## config.mk

```make
export PLATFORM = sky130hd
export DESIGN_NAME = i2c_target_core
export DESIGN_NICKNAME = d
export VERILOG_FILES = /design/src/rtl/i2c_target_core.sv
export SDC_FILE = /design/constraint.sdc
export NUM_CORES = 1
export LEC_CHECK = 0
export ABC_AREA = 0
export BUFFER_PORTS_ARGS = -buffer_cell sky130_fd_sc_hd__buf_4
export CORE_ASPECT_RATIO = 1.4
export CORE_MARGIN = 2
export CORE_UTILIZATION = 50
export CTS_BUF_LIST = sky130_fd_sc_hd__clkbuf_8
export DETAILED_ROUTE_END_ITERATION = 8
export PLACE_DENSITY = 0.69
export SYNTH_ARGS = -nofsm -noshare
export SYNTH_HDL_FRONTEND = slang
export SYNTH_SLANG_ARGS = --single-unit
```

## constraint.sdc

```tcl
create_clock -name clk -period 4.35 [get_ports clk]
set_input_delay 0.87 -clock clk [delete_from_list [all_inputs] [get_ports clk]]
set_output_delay 0.87 -clock clk [all_outputs]
set_load 0.005 [all_outputs]
```

## src/rtl/i2c_target_core.sv

```systemverilog
`timescale 1ns/1ps
// i2c_target_core
// I2C target byte engine. It detects START/STOP, matches a 7-bit address, ACKs or
// NACKs, shifts bytes in and out, and stretches SCL while the parent is not ready.
// Ports:
//   clk, rst (async, active-low)
//   scl_i/sda_i  bus samples; scl_o/sda_o constant 0; scl_oe/sda_oe pull the line low
//   start/rw     address matched (pulse) and R/W bit (held)
//   rx_data/rx_valid/rx_ready/rx_ack   write-byte handshake
//   tx_req/tx_data/tx_valid            read-byte handshake
//   stop (pulse), busy (level)
module i2c_target_core #(
    parameter logic [6:0]  I2C_ADDR    = 7'h50,
    parameter int unsigned HOLD_CYCLES = 2,
    parameter bit          STRETCH_EN  = 1'b1
) (
    input  logic       clk,
    input  logic       rst,
    input  logic       scl_i,
    output logic       scl_o,
    output logic       scl_oe,
    input  logic       sda_i,
    output logic       sda_o,
    output logic       sda_oe,
    output logic       start,
    output logic       rw,
    output logic [7:0] rx_data,
    output logic       rx_valid,
    input  logic       rx_ready,
    input  logic       rx_ack,
    output logic       tx_req,
    input  logic [7:0] tx_data,
    input  logic       tx_valid,
    output logic       stop,
    output logic       busy
);
    typedef enum logic [3:0] {
        IDLE, ADDR, IGNORE, ADDR_ACK, WR_DATA, WR_ACK, RD_WAIT, RD_DATA, RD_ACK
    } state_t;

    localparam logic [3:0] HOLD_LOAD = 4'(HOLD_CYCLES - 1);

    state_t      state_q, state_d;
    logic [2:0]  scl_sync_q, scl_sync_d, sda_sync_q, sda_sync_d;
    logic [3:0]  bit_cnt_q, bit_cnt_d, hold_q, hold_d;
    logic [7:0]  shift_q, shift_d, rx_data_q, rx_data_d;
    logic        in_ack_q, in_ack_d, ack_done_q, ack_done_d, ack_val_q, ack_val_d;
    logic        sda_oe_q, sda_oe_d, scl_oe_q, scl_oe_d;
    logic        start_q, start_d, rw_q, rw_d, rx_valid_q, rx_valid_d;
    logic        tx_req_q, tx_req_d, stop_q, stop_d, busy_q, busy_d;
    logic        sda_want, stretch_wr, stretch_rd, settle;

    // [0],[1] are the synchroniser, [2] is the previous synced value for edge detect.
    logic scl_now, scl_prev, sda_now, sda_prev;
    logic scl_rise, scl_fall, start_cond, stop_cond;
    assign scl_now    = scl_sync_q[1];
    assign scl_prev   = scl_sync_q[2];
    assign sda_now    = sda_sync_q[1];
    assign sda_prev   = sda_sync_q[2];
    assign scl_rise   = scl_now & ~scl_prev;
    assign scl_fall   = ~scl_now & scl_prev;
    assign start_cond = scl_now & scl_prev & sda_prev & ~sda_now;
    assign stop_cond  = scl_now & scl_prev & ~sda_prev & sda_now;

    always_comb begin
        scl_sync_d = {scl_sync_q[1:0], scl_i};
        sda_sync_d = {sda_sync_q[1:0], sda_i};
        state_d    = state_q;
        bit_cnt_d  = bit_cnt_q;
        shift_d    = shift_q;
        in_ack_d   = in_ack_q;
        ack_done_d = ack_done_q;
        ack_val_d  = ack_val_q;
        rw_d       = rw_q;
        rx_data_d  = rx_data_q;
        start_d    = 1'b0;
        rx_valid_d = 1'b0;
        tx_req_d   = 1'b0;
        stop_d     = 1'b0;
        hold_d     = scl_fall ? HOLD_LOAD : ((hold_q != 4'd0) ? hold_q - 4'd1 : hold_q);

        case (state_q)
            ADDR: begin
                if (scl_rise) begin
                    shift_d   = {shift_q[6:0], sda_now};
                    bit_cnt_d = bit_cnt_q + 4'd1;
                    if (bit_cnt_q == 4'd7) begin
                        if (shift_q[6:0] == I2C_ADDR) begin
                            state_d  = ADDR_ACK;
                            start_d  = 1'b1;
                            rw_d     = sda_now;
                            in_ack_d = 1'b0;
                        end else begin
                            state_d = IGNORE;
                        end
                    end
                end
            end
            // in_ack marks that the fall opening the ACK clock has been seen;
            // the next fall closes it.
            ADDR_ACK: begin
                if (scl_fall) begin
                    if (!in_ack_q) begin
                        in_ack_d = 1'b1;
                    end else if (rw_q) begin
                        state_d  = RD_WAIT;
                        tx_req_d = 1'b1;
                    end else begin
                        state_d   = WR_DATA;
                        bit_cnt_d = 4'd0;
                    end
                end
            end
            WR_DATA: begin
                if (scl_rise) begin
                    shift_d   = {shift_q[6:0], sda_now};
                    bit_cnt_d = bit_cnt_q + 4'd1;
                    if (bit_cnt_q == 4'd7) begin
                        rx_data_d  = {shift_q[6:0], sda_now};
                        rx_valid_d = 1'b1;
                        state_d    = WR_ACK;
                        in_ack_d   = 1'b0;
                        ack_done_d = 1'b0;
                    end
                end
            end
            WR_ACK: begin
                if (scl_fall) begin
                    if (!in_ack_q) begin
                        in_ack_d = 1'b1;
                    end else if (ack_done_q && ack_val_q) begin
                        state_d   = WR_DATA;
                        bit_cnt_d = 4'd0;
                    end else begin
                        state_d = IGNORE;
                    end
                end else if (in_ack_q && !ack_done_q) begin
                    if (rx_ready) begin
                        ack_done_d = 1'b1;
                        ack_val_d  = rx_ack;
                    end else if (!STRETCH_EN) begin
                        ack_done_d = 1'b1;
                        ack_val_d  = 1'b0;
                    end
                end
            end
            RD_WAIT: begin
                if (tx_valid) begin
                    shift_d   = tx_data;
                    bit_cnt_d = 4'd0;
                    state_d   = RD_DATA;
                end else if (!STRETCH_EN) begin
                    shift_d   = 8'hFF;
                    bit_cnt_d = 4'd0;
                    state_d   = RD_DATA;
                end
            end
            RD_DATA: begin
                if (scl_rise) begin
                    bit_cnt_d = bit_cnt_q + 4'd1;
                end else if (scl_fall) begin
                    if (bit_cnt_q == 4'd8) begin
                        state_d  = RD_ACK;
                        in_ack_d = 1'b0;
                    end else begin
                        shift_d = {shift_q[6:0], 1'b0};
                    end
                end
            end
            // The master's ACK is sampled on the rise, but the move to RD_WAIT waits
            // for the fall so that stretching never starts while SCL is high.
            RD_ACK: begin
                if (scl_rise) begin
                    in_ack_d  = 1'b1;
                    ack_val_d = ~sda_now;
                end else if (scl_fall && in_ack_q) begin
                    if (ack_val_q) begin
                        state_d  = RD_WAIT;
                        tx_req_d = 1'b1;
                    end else begin
                        state_d = IGNORE;
                    end
                end
            end
            IDLE, IGNORE: ;
            default: state_d = IDLE;
        endcase

        if (stop_cond) begin
            stop_d  = (state_q != IDLE);
            state_d = IDLE;
        end else if (start_cond) begin
            state_d   = ADDR;
            bit_cnt_d = 4'd0;
        end
        busy_d = (state_d != IDLE);

        case (state_q)
            ADDR_ACK: sda_want = in_ack_q;
            WR_ACK:   sda_want = in_ack_q & ack_done_q & ack_val_q;
            RD_DATA:  sda_want = ~shift_q[7];
            default:  sda_want = 1'b0;
        endcase

        // SDA only follows sda_want while SCL is low and the hold time since the
        // last fall has elapsed.
        if (start_cond || stop_cond) begin
            sda_oe_d = 1'b0;
        end else if (!scl_now && !scl_fall && (hold_q == 4'd0)) begin
            sda_oe_d = sda_want;
        end else begin
            sda_oe_d = sda_oe_q;
        end

        // A stretch already in progress is kept one extra cycle after the
        // handshake completes, and then until SDA has settled, so the master
        // never sees SDA move after SCL is let go.
        stretch_wr = (state_q == WR_ACK) && in_ack_q && !ack_done_q && (!rx_ready || scl_oe_q);
        stretch_rd = (state_q == RD_WAIT) && (!tx_valid || scl_oe_q);
        settle     = scl_oe_q && (sda_oe_q != sda_want);
        scl_oe_d   = STRETCH_EN && (stretch_wr || stretch_rd || settle)
                     && (!scl_now || scl_oe_q) && !(start_cond || stop_cond);
    end

    always_ff @(posedge clk or negedge rst) begin
        if (!rst) begin
            state_q    <= IDLE;
            scl_sync_q <= 3'b111;
            sda_sync_q <= 3'b111;
            bit_cnt_q  <= 4'd0;
            hold_q     <= 4'd0;
            shift_q    <= 8'h00;
            rx_data_q  <= 8'h00;
            in_ack_q   <= 1'b0;
            ack_done_q <= 1'b0;
            ack_val_q  <= 1'b0;
            sda_oe_q   <= 1'b0;
            scl_oe_q   <= 1'b0;
            start_q    <= 1'b0;
            rw_q       <= 1'b0;
            rx_valid_q <= 1'b0;
            tx_req_q   <= 1'b0;
            stop_q     <= 1'b0;
            busy_q     <= 1'b0;
        end else begin
            state_q    <= state_d;
            scl_sync_q <= scl_sync_d;
            sda_sync_q <= sda_sync_d;
            bit_cnt_q  <= bit_cnt_d;
            hold_q     <= hold_d;
            shift_q    <= shift_d;
            rx_data_q  <= rx_data_d;
            in_ack_q   <= in_ack_d;
            ack_done_q <= ack_done_d;
            ack_val_q  <= ack_val_d;
            sda_oe_q   <= sda_oe_d;
            scl_oe_q   <= scl_oe_d;
            start_q    <= start_d;
            rw_q       <= rw_d;
            rx_valid_q <= rx_valid_d;
            tx_req_q   <= tx_req_d;
            stop_q     <= stop_d;
            busy_q     <= busy_d;
        end
    end

    assign scl_o    = 1'b0;
    assign sda_o    = 1'b0;
    assign scl_oe   = scl_oe_q;
    assign sda_oe   = sda_oe_q;
    assign start    = start_q;
    assign rw       = rw_q;
    assign rx_data  = rx_data_q;
    assign rx_valid = rx_valid_q;
    assign tx_req   = tx_req_q;
    assign stop     = stop_q;
    assign busy     = busy_q;
endmodule
```

==> impl_metrics.py <==
metrics = {
    "clock_network": {
        "number_of_buffers_added_by_the_clock_tree_synthesis_step": 5,
        "numClockSinks": 45,
        "cts-root-buf": "sky130_fd_sc_hd__clkbuf_8",
        "ctsLongestPathBuffers": 2,
        "clock_latency_ns": 0.30,
        "cts.repair.resized": 0,
        "cts_setup_buffers": 0,
        "cts-hold-fix-buffers": 0,
        "htree_levels": 2,
        "tritoncts_clock_tree": "built",
        "clk_pin_slew_ns": 0.09,
    },
    "drt": {
        "route.vias.total": 2048,
        "routed_wirelength_um": 5652,
        "dr.first_iter.drc_count": 140,
        "route.antenna.remaining_nets": 0,
        "post_drt_wl_per_cell_um": 16.53,
        "drc_errors": 0,
        "viasPerCell": 5.988,
        "drt_pass1_iterations": 4,
    },
    "grt": {
        "grt_first_pass_wirelength_um": 9729,
        "global_route.usage.total_pct": 22.18,
        "grt_start_max_net_pins": 46,
        "grt_pass1_vias": 1994,
        "globalRoute.totalOverflow": 0,
        "initial_antenna_violation_count": 0,
    },
    "worst_setup_path": {
        "crit-reg2reg-capture": "shift_q[7]$_DFFE_PN0P_",
        "cp-end-kind": "register",
        "worst_setup_path_category": "register to register",
        "cp_data_arrival_time_ns": 2.77,
        "crit_chain": "nand4bb_1 -> nor2_1 -> a2111oi_4 -> nor2_1 -> a31oi_1",
        "critPathMostFrequentCell": "sky130_fd_sc_hd__nor2_1",
        "worst-path-max-fanout": 22,
        "cp_required_ns": 4.58,
        "worstSetupStartpointType": "register",
        "slowest_stage": "sky130_fd_sc_hd__dfrtp_1",
        "r2r_cells": 5,
        "timing.critical_path.slowest_cell_delay_ns": 0.77,
        "reg2reg_slack_ns": 1.81,
        "worstReg2RegStart": "state_q[3]$_DFF_PN0_",
    },
    "floorplan": {
        "ioPinCount": 33,
        "start_util_pct": 52.26,
        "die_height_um": 88.50,
        "core_region_area_mm2": 0.004880,
        "placement_rows": 30,
        "fp.dieArea_mm2": 0.005695,
        "die_width_um": 64.36,
    },
    "run_status": {
        "outcome": "finished, final reports clean",
    },
    "placed_design": {
        "globalplace.congestion": 0.8979,
        "numPortBuffers": 30,
        "hpwlAfterDp_um": 4086,
    },
    "sta": {
        "worstMarginPinSlew_ns": 0.8611,
        "worst_clock_skew_ns": 0.005921,
        "final-hold-violation-count": 0,
        "layout_worst_path_cycle_share_pct": 58.29,
        "setup_violations": 0,
        "timing.fmax_mhz": 394.4,
        "post-route-min-period_ns": 2.536,
        "timing.hold.ws_ns": 0.3611,
        "setup_tns_ns": 0,
        "unrepaired_setup_endpoints_after_global_routing": "no",
        "relSlewSlack_pct": 42.60,
        "timing.final.max_slew_violations": 0,
    },
    "synthesis": {
        "ys_ff_latch": 45,
        "share_of_the_synthesized_area_in_the_top_cell_type_pct": 38.27,
        "synth_seq_area_share_pct": 44.46,
        "synth.cell_area_mm2": 0.002550,
        "gate_count_of_the_mapped_netlist": 255,
        "cell_type_with_the_highest_aggregate_area_in_the_netlist": "sky130_fd_sc_hd__dfrtp_1",
        "syn-mean-instance-area_um2": 10.00,
        "synthesis.yosys.warnings": 0,
        "yosys_most_used_dff": "sky130_fd_sc_hd__dfrtp_1",
        "ys_top_cells_by_area": "sky130_fd_sc_hd__dfrtp_1 (38%), sky130_fd_sc_hd__dfstp_2 (6.2%), sky130_fd_sc_hd__mux2_2 (5.3%)",
        "synth-edff-count": 0,
        "netlist-cell-type-count": 65,
        "synth_most_common_cell": "sky130_fd_sc_hd__dfrtp_1",
        "synth_commonest_cells": "sky130_fd_sc_hd__dfrtp_1 (39), sky130_fd_sc_hd__nor2_1 (27), sky130_fd_sc_hd__nand2_1 (22)",
        "synthArstFlopShare_pct": 100.0,
    },
    "pwr": {
        "design_power_total_mw": 1.063,
        "leakagePower_nw": 1.270,
        "power.density_cell_area_mw_per_mm2": 370.6,
        "vdd_ir_drop_max_uv": 229.4,
    },
    "worst_hold_path": {
        "min-delay-start": "sda_sync_q[0]$_DFF_PN1_",
        "worstHoldEndpoint": "sda_sync_q[1]$_DFF_PN1_",
        "timing.hold.worst_path_depth": 0,
        "hold_class": "register to register",
    },
    "layout": {
        "final_net_count": 296,
        "antenna_cells_inserted": 0,
        "seqCellArea_mm2": 0.001134,
        "nFillCells": 438,
        "layout-drive-gt1-share_pct": 24.10,
        "multi_input_comb_area_mm2": 0.001305,
        "layout.core_utilization_pct": 58.77,
        "area_delta_synth_final_pct": 12.46,
    },
    "job": {
        "max_cap_viol_count": 0,
    },
}
worst max path at each step:
stage | startpoint | to | slack, ns | depth (start not counted)
6_report | state_q[3]$_DFF_PN0_ | shift_q[7]$_DFFE_PN0P_ | 1.81 | 5
5_1_grt | state_q[0]$_DFF_PN0_ | shift_q[7]$_DFFE_PN0P_ | 1.54 | 5
4_1_cts | state_q[0]$_DFF_PN0_ | shift_q[7]$_DFFE_PN0P_ | 1.82 | 5
3_5_place_dp | state_q[0]$_DFF_PN0_ | shift_q[7]$_DFFE_PN0P_ | 1.85 | 3
3_3_place_gp | state_q[0]$_DFF_PN0_ | shift_q[6]$_DFFE_PN0P_ | 1.91 | 3
2_1_floorplan | scl_sync_q[1]$_DFF_PN1_ | in_ack_q$_DFFE_PN0P_ | 2.32 | 6
cells in the final DEF, fill, tap and decap left out, types with 4 or more instances in the layout:
master and count:
sky130_fd_sc_hd__nor3_1 4, sky130_fd_sc_hd__o31ai_1 4, sky130_fd_sc_hd__buf_4 30, sky130_fd_sc_hd__nor3b_1 7
sky130_fd_sc_hd__a211oi_1 4, sky130_fd_sc_hd__xnor2_1 4, sky130_fd_sc_hd__inv_1 7, sky130_fd_sc_hd__a21oi_1 14
sky130_fd_sc_hd__dfrtp_1 39, sky130_fd_sc_hd__clkbuf_8 5, sky130_fd_sc_hd__nor2_1 27, sky130_fd_sc_hd__a31oi_1 9
sky130_fd_sc_hd__mux2_2 12, sky130_fd_sc_hd__o21ai_0 7, sky130_fd_sc_hd__nand2_1 22, sky130_fd_sc_hd__dfstp_2 6
sky130_fd_sc_hd__ha_1 4
critical path, delay by kind of cell, from the launching register on:
kind / cells / cell delay, ns
DFF: 1 / 0.77
AOI/OAI and AO/OA: 2 / 0.94
and+or+nand+nor: 3 / 0.73
flip-flops by register name, summed over array words and instances, names as in the netlist, 3 cells and up:
| signal | cells |
|---|---|
| sda_sync_q | 3 |
| state_q | 4 |
| scl_sync_q | 3 |
| bit_cnt_q | 4 |
| hold_q | 4 |
| rx_data | 8 |
| shift_q | 8 |
through the flow:
step	area [um2]	worst slack (ns)	instances
4_1_cts	2868	1.821	342
2_1_floorplan	2554	2.318	256
6_report	2868	1.814	342
5_1_grt	2868	1.544	342
3_3_place_gp	2770	1.909	334
3_5_place_dp	2770	1.853	334
cell type report:
class / instances / area share, %
well taps: 64 / 2.792
clock inverters: 3 / 1.003
inverters: 7 / 0.9162
clock buffers: 5 / 2.400
repair buffers: 30 / 7.853
multi-input cells: 188 / 45.51
flip-flops and latches: 45 / 39.53
report_power, final:
part	switching (mW)	internal, mW	total [mW]
Sequential	0.0737	0.483	0.557
Combinational	0.113	0.109	0.222
Clock	0.162	0.121	0.284
Total	0.349	0.714	1.06
cells by family (layout without fill, tap and decap cells):
kind of cell	count (synthesis)	after routing	share of synthesized area (%)
flip-flops	45	45	44.46
AO/OA/AOI/OAI	63	63	17.57
other	1	2	0.1471
AND/OR/NAND/NOR	101	101	23.95
multiplexers	13	13	5.692
buffers and inverters	23	45	4.514
adder cells (fa/ha/maj)	4	4	1.963
XOR/XNOR	5	5	1.717
layer usage:
metal	track usage, %	part of all wire [%]	vias up	wire length [um]
met1	27.36	42	981	2348
met3	3.562	5.4	14	305
met2	38.54	50	79	2849
met4	9.671	2.6	0	149
li1	-	-	974	-
met5	0	0	-	0
Power figures use the tool's default switching activity.
